==> src/rtl/risc_fetch_buffer.sv <==
// Instruction prefetch queue feeding the core's Fetch stage; keeps memory requests in order and credit-limited.
// Optional macro FETCH_BYPASS_EN: a response reaching an empty queue is shown on InstrF/PCF in its arrival cycle.
module risc_fetch_buffer #(
    parameter int              XLEN     = 32,
    parameter int              DEPTH    = 4,
    parameter logic [XLEN-1:0] RESET_PC = '0
) (
    input  logic            clk,
    input  logic            rst,
    output logic            imem_req_valid,
    input  logic            imem_req_ready,
    output logic [XLEN-1:0] imem_req_addr,
    input  logic            imem_rsp_valid,
    input  logic [XLEN-1:0] imem_rsp_data,
    input  logic            StallF,
    input  logic            PCSrcE,
    input  logic [XLEN-1:0] PCTargetE,
    output logic            InstrValidF,
    output logic [XLEN-1:0] InstrF,
    output logic [XLEN-1:0] PCF
);

    localparam int              AW      = $clog2(DEPTH);
    localparam int              CW      = AW + 1;
    localparam logic [CW:0]     DEPTH_C = (CW+1)'(DEPTH);
    localparam logic [XLEN-1:0] NOP     = XLEN'(32'h0000_0013);

    logic [XLEN-1:0] issue_pc;
    logic [XLEN-1:0] pcf_hold;
    logic [XLEN-1:0] q_pc    [DEPTH];
    logic [XLEN-1:0] q_instr [DEPTH];
    logic [AW-1:0]   rd_ptr;
    logic [AW-1:0]   wr_ptr;
    logic [CW-1:0]   count;
    logic [CW-1:0]   outst;
    logic [CW-1:0]   drop;
    logic [CW-1:0]   live;
    logic [CW-1:0]   outst_nx;
    logic [XLEN-1:0] rsp_pc;
    logic            accept;
    logic            rsp_fire;
    logic            rsp_live;
    logic            byp_show;
    logic            byp_take;
    logic            pop;
    logic            push;

    // Queued entries plus in-flight requests never exceed DEPTH, so a response always has a slot.
    assign imem_req_valid = !rst && (({1'b0, count} + {1'b0, outst}) < DEPTH_C);
    assign imem_req_addr  = issue_pc;
    assign accept         = imem_req_valid && imem_req_ready;

    assign rsp_fire = imem_rsp_valid && (outst != '0);
    assign rsp_live = rsp_fire && (drop == '0);

    // Live requests are the youngest ones, contiguous up to issue_pc-4, so the oldest sits live words back.
    assign live   = outst - drop;
    assign rsp_pc = issue_pc - (XLEN'(live) << 2);

`ifdef FETCH_BYPASS_EN
    assign byp_show = rsp_live && (count == '0);
`else
    assign byp_show = 1'b0;
`endif

    assign byp_take = byp_show && !StallF && !PCSrcE;
    assign pop      = (count != '0) && !StallF && !PCSrcE;
    assign push     = rsp_live && !PCSrcE && !byp_take;
    assign outst_nx = outst + CW'(accept) - CW'(rsp_fire);

    always_comb begin
        InstrValidF = 1'b0;
        InstrF      = NOP;
        PCF         = pcf_hold;
        if (count != '0) begin
            InstrValidF = 1'b1;
            InstrF      = q_instr[rd_ptr];
            PCF         = q_pc[rd_ptr];
        end else if (byp_show) begin
            InstrValidF = 1'b1;
            InstrF      = imem_rsp_data;
            PCF         = rsp_pc;
        end
    end

    always_ff @(posedge clk) begin
        if (rst) begin
            issue_pc <= RESET_PC;
            pcf_hold <= RESET_PC;
            rd_ptr   <= '0;
            wr_ptr   <= '0;
            count    <= '0;
            outst    <= '0;
            drop     <= '0;
        end else begin
            pcf_hold <= PCF;
            outst    <= outst_nx;
            if (PCSrcE) begin
                // Everything still in flight after this edge belongs to the abandoned path.
                issue_pc <= PCTargetE;
                rd_ptr   <= '0;
                wr_ptr   <= '0;
                count    <= '0;
                drop     <= outst_nx;
            end else begin
                if (accept) issue_pc <= issue_pc + XLEN'(4);
                if (push)   wr_ptr   <= wr_ptr + AW'(1);
                if (pop)    rd_ptr   <= rd_ptr + AW'(1);
                count <= count + CW'(push) - CW'(pop);
                if (rsp_fire && (drop != '0)) drop <= drop - CW'(1);
            end
        end
    end

    always_ff @(posedge clk) begin
        if (push) begin
            q_pc[wr_ptr]    <= rsp_pc;
            q_instr[wr_ptr] <= imem_rsp_data;
        end
    end

    rsp_without_request: assert property (@(posedge clk) disable iff (rst)
        !(imem_rsp_valid && (outst == '0)));

endmodule

==> config.mk <==
export PLATFORM = sky130hd
export DESIGN_NAME = risc_fetch_buffer
export DESIGN_NICKNAME = d
export VERILOG_FILES = /design/src/rtl/risc_fetch_buffer.sv
export SDC_FILE = /design/constraint.sdc
export NUM_CORES = 1
export LEC_CHECK = 0
export CAP_MARGIN = 5
export CORE_MARGIN = 8
export CORE_UTILIZATION = 23
export DETAILED_ROUTE_END_ITERATION = 6
export SLEW_MARGIN = 20
export SYNTH_ARGS = -nofsm -noshare
export SYNTH_HDL_FRONTEND = slang
export SYNTH_SLANG_ARGS = --single-unit
export TNS_END_PERCENT = 1
==> constraint.sdc <==
create_clock -name clk -period 7.55 [get_ports clk]
set_input_delay 0.755 -clock clk [delete_from_list [all_inputs] [get_ports clk]]
set_output_delay 0.755 -clock clk [all_outputs]
set_load 0.05 [all_outputs]
# Word-level counts from Yosys, hierarchy flattened
# Memories as Yosys holds them, arrays and structs flattened. A register that Yosys moved wholly into a read port is not among the register bits.
# Index checks and enable logic that the tools add are counted.
# totals
input_bits,70
wordCells,52
register_bits,77
ram_bits,256
mem_count,2
out_inout_bits,98
# classes
n_addsub,11
n_mux,13
n_reduce_logical,18
magnitude_cmp,1
# mem_list
name,depth,word_bits,rd,rd_clocked_by_memory_dff,write_ports,line,source
q_instr,4,32,1,1,1,31,logic [XLEN-1:0] q_instr [DEPTH];
q_pc,4,32,1,1,1,30,logic [XLEN-1:0] q_pc [DEPTH];
# ops
cell,n
32-bit two-way mux,4
32-bit by 3-bit adder with 32-bit output (second input constant),1
32-bit by 5-bit subtractor with 32-bit output,1
3-bit nonzero test,3
1-bit logical AND,8
2-bit two-way mux,4
3-bit by 1-bit adder with 3-bit output,2
3-bit two-way mux,2
3-bit by 1-bit subtractor with 3-bit output,2
2-bit by 1-bit adder with 2-bit output (second input constant),2
3-bit by 3-bit adder with 4-bit output,1
4-bit by 3-bit < comparator with 1-bit output (second input constant),1
2-bit nonzero test,2
1-bit zero test,3
3-bit zero test,1
1-bit two-way mux,3
3-bit by 1-bit subtractor with 3-bit output (second input constant),1
3-bit subtractor,1
2-bit OR reduction,1

# Logic depth before layout (Yosys ltp)
# logic_depth
depth_word,7
mapped_depth,13
ltp_nobuf,13

# Least setup slack after synthesis
# No wires, ideal clock.
# synth_path
path_kind,input -> register
startpoint,input port PCSrcE
endpoint,"memory q_instr[0][0], enable pin"
cell_stages,3
required_ns,7.121
setup_slack_ns,4.271
setup_time_ns,0.429
n_path_buf,1
t_arrival_ns,2.850
path_cell_list,clkbuf_1 nor3b_2 and2_1
# synth_via
elab_chain_len,4
# synth_rtl
element,line,source
from (decl),16,"input logic PCSrcE,"
1-bit zero test,68,assign push = rsp_live && !PCSrcE && !byp_take;
1-bit logical AND,68,
1-bit two-way mux,116,if (push) begin
1-bit two-way mux (not written as such),118,q_instr[wr_ptr] <= imem_rsp_data;
to (decl),31,
# Every way passes these cells.

==> impl_metrics.toml <==
[cells_and_area]
sequential_cell_area_um2 = 9276
utilization_pct = 29.75
drive_above_1_share_pct = 18.69
multi_input_comb_area_um2 = 4415
nNetsFinal = 1141
filler_cell_count = 5934
area_growth_syn_to_layout_pct = 28.06

[global_route]
first_global_vias = 8595
antenna_found_initial = 0
globalRouteOverflowTotal = 0
groute.usage.overall_pct = 10.19
grt_first_pass_wirelength_um = 53760
pin_count_of_the_biggest_net_entering_global_routing = 66

[floorplan]
start_util_pct = 23.23
design.core.area_um2 = 60250
floorplan.io_pins = 168
placementRows = 90
die_w_um = 262.7
die-area_um2 = 69010
die_h_um = 262.7

[placement]
dpl.hpwl_um = 22290
place_ws_ns = 3.542
numPortBuffers = 167
gp_congestion = 0.7551

[detailed_routing]
avgRoutedWirePerCell_um = 18.93
detail-route-antenna-nets = 0
route.vias.total = 7937
drt-pass1-iter-count = 5
detail_route.drc_violations = 0
viasPerCell = 4.258
detail_route.iter0.violations = 480
route.final.wire_length_um = 35290

[timing]
slew-limit-headroom_pct = 28.80
hold_viol = 0
timing.clock.skew_ns = 0.01563
fin_setup_tns_ns = 0
grt_setup_unrepaired = "no"
timing.final.setup_violations = 0
tightestPinTransition_ns = 1.068
timing.hold.ws_ns = 0.5240
period_minus_slack_ns = 4.427
final.period_utilization_pct = 58.64
max_freq_mhz = 225.9
finalWorstSetupSlack_ns = 3.123
final-max-slew-violation-count = 0

[power_and_ir_drop]
power.leakage_nw = 5.872
sequentialPowerShare_pct = 42.8
comb_power_share_pct = 18.8
power_density_nw_per_um2 = 293.5
total_internal_power_mw = 3.780
clock_power_share_pct = 38.3
switchingPower_mw = 1.481
netSwitchingFraction_pct = 28.15
total_power_mw = 5.260
peakVddDrop_mv = 0.1331

[logic_synthesis]
netlist.top_cell.by_area = "edfxtp_1"
seq_area_frac_synth_pct = 66.22
fraction_of_registers_with_async_set_or_reset_after_synthesis_pct = 0
most_instantiated_library_cell_after_synthesis = "edfxtp_1"
edff_count_synth = 256
synth.yosys.warnings = 0
synthCells = 887
most_used_flip_flop_cell_after_synthesis = "edfxtp_1"
syn-cell-area_um2 = 14000
netlist_top_cells_count = "256 x edfxtp_1, 79 x dfxtp_1, 64 x mux4_2"
netlist-cell-type-count = 52
synthTopCellsByArea = "edfxtp_1 55%, dfxtp_1 11%, mux4_2 10%, mux2_2 2.7%, xor2_1 2.4%"
synth_area_per_cell_um2 = 15.78
mappedNetlistNets = 978
postSynthRegisterBits = 335
post-synth-top-area-fraction_pct = 54.92

[clock_network]
postCtsSetupRepairBufs = 0
clkTransAtPathRegs_ns = 0.05
postCtsHoldBufs = 0
clock_insertion_delay_worst_skew_ns = 0.55
cts_tree = "yes"
clock_tree.root_cell = "clkbuf_16"
clock_path_buffers = 3
tritoncts_num_sinks = 335
numCtsBuffers = 39
h-tree-depth = 2
post_cts_resize_count = 0

[worst_setup_path]
crit_required_ns = 6.80
crit_fanout = 36
cp_data_arrival_time_ns = 3.67
startpoint_type = "register"
timing.critical_path.to_type = "primary output"
worstSetupPathType = "register to primary output"

[job]
drv_cap = 0

[hold_path]
timing.hold.worst.class = "register to register"

[outcome]
status = "complete, no violations"
==> area by class of cell <==
class                      count  share of cell area, %
tap                          782                  5.459
timing repair buffer         179                  10.00
clock inverter                24                  2.017
sequential                   335                  51.75
antenna                        1                0.01396
inverter                      18                 0.3769
clock buffer                  48                  5.745
multi-input combinational    477                  24.63
==> layer usage <==
| metal | track usage [%] | vias to the layer above | routed length, um |
|---|---|---|---|
| li1 | - | 3659 | - |
| met1 | 13.08 | 4011 | 15990 |
| met2 | 16.73 | 215 | 16570 |
| met3 | 2.442 | 52 | 1937 |
| met4 | 3.442 | 0 | 795 |
| met5 | 0 | - | 0 |
==> kinds of logic after synthesis <==
logic type,count (synthesis),synth area share (%)
AND/OR/NAND/NOR,251,10.17
AO/OA/AOI/OAI,41,1.976
XOR/XNOR,63,3.996
buffers and inverters,75,2.306
adder cells (fa/ha/maj),21,2.092
multiplexers,101,13.24
flip-flops,335,66.22
==> cells in the final DEF (no fill, tap or decap), types with 18 or more instances in the layout <==
master           netlist  final
and2_1                37     33
clkbuf_16              0     39
clkdlybuf4s50_1        0    166
dfxtp_1               79     77
edfxtp_1             256    256
mux2_2                33     33
mux4_2                64     64
nand2_1               38     38
nand3_1               18     18
nor2_1                50     50
nor2b_1               34     34
xnor2_1               23     23
xor2_1                39     39
==> stage by stage <==
stage	cell area [um^2]	cells
2_1_floorplan	14000	887
3_3_place_gp	16480	1789
3_5_place_dp	16480	1789
4_1_cts	17870	1861
5_1_grt	17920	1863
6_report	17920	1864
==> power groups by stage <==
stage | Clock [mW] | Combinational, mW | Sequential [mW]
6_report | 2.02 | 0.990 | 2.25
3_5_place_dp | 0 | 1.01 | 2.29
2_1_floorplan | 0 | 0.621 | 2.30
3_3_place_gp | 0 | 0.988 | 2.29
5_1_grt | 2.15 | 1.09 | 2.27
4_1_cts | 2.09 | 1.01 | 2.26
==> path summary, 6_finish.rpt <==
path / start / to / slack (ns) / cells after the start
worst max-delay path: register / PCF[12] / 3.12 / 4
worst min-delay path: rd_ptr[1] / rd_ptr[1] / 0.52 / 2
worst max register to register: outst[0] / q_pc[0][27] / 4.21 / 12
worst min register to register: rd_ptr[1] / rd_ptr[1] / 0.52 / 2
==> critical path, stage by stage, from the launching register on <==
cell             delay (ns)
dfxtp_4                0.77
buf_4                  0.74
mux4_2                 0.58
mux2_2                 0.29
clkdlybuf4s50_1        0.72
==> registers in the layout (all words and copies together) (netlist names), named ones only <==
register,cells
q_pc,128
rd_ptr,2
wr_ptr,2
pcf_hold,32
imem_req_addr,32
drop,3
q_instr,128
outst,3
count,3
(Power assumes the default switching activity.)
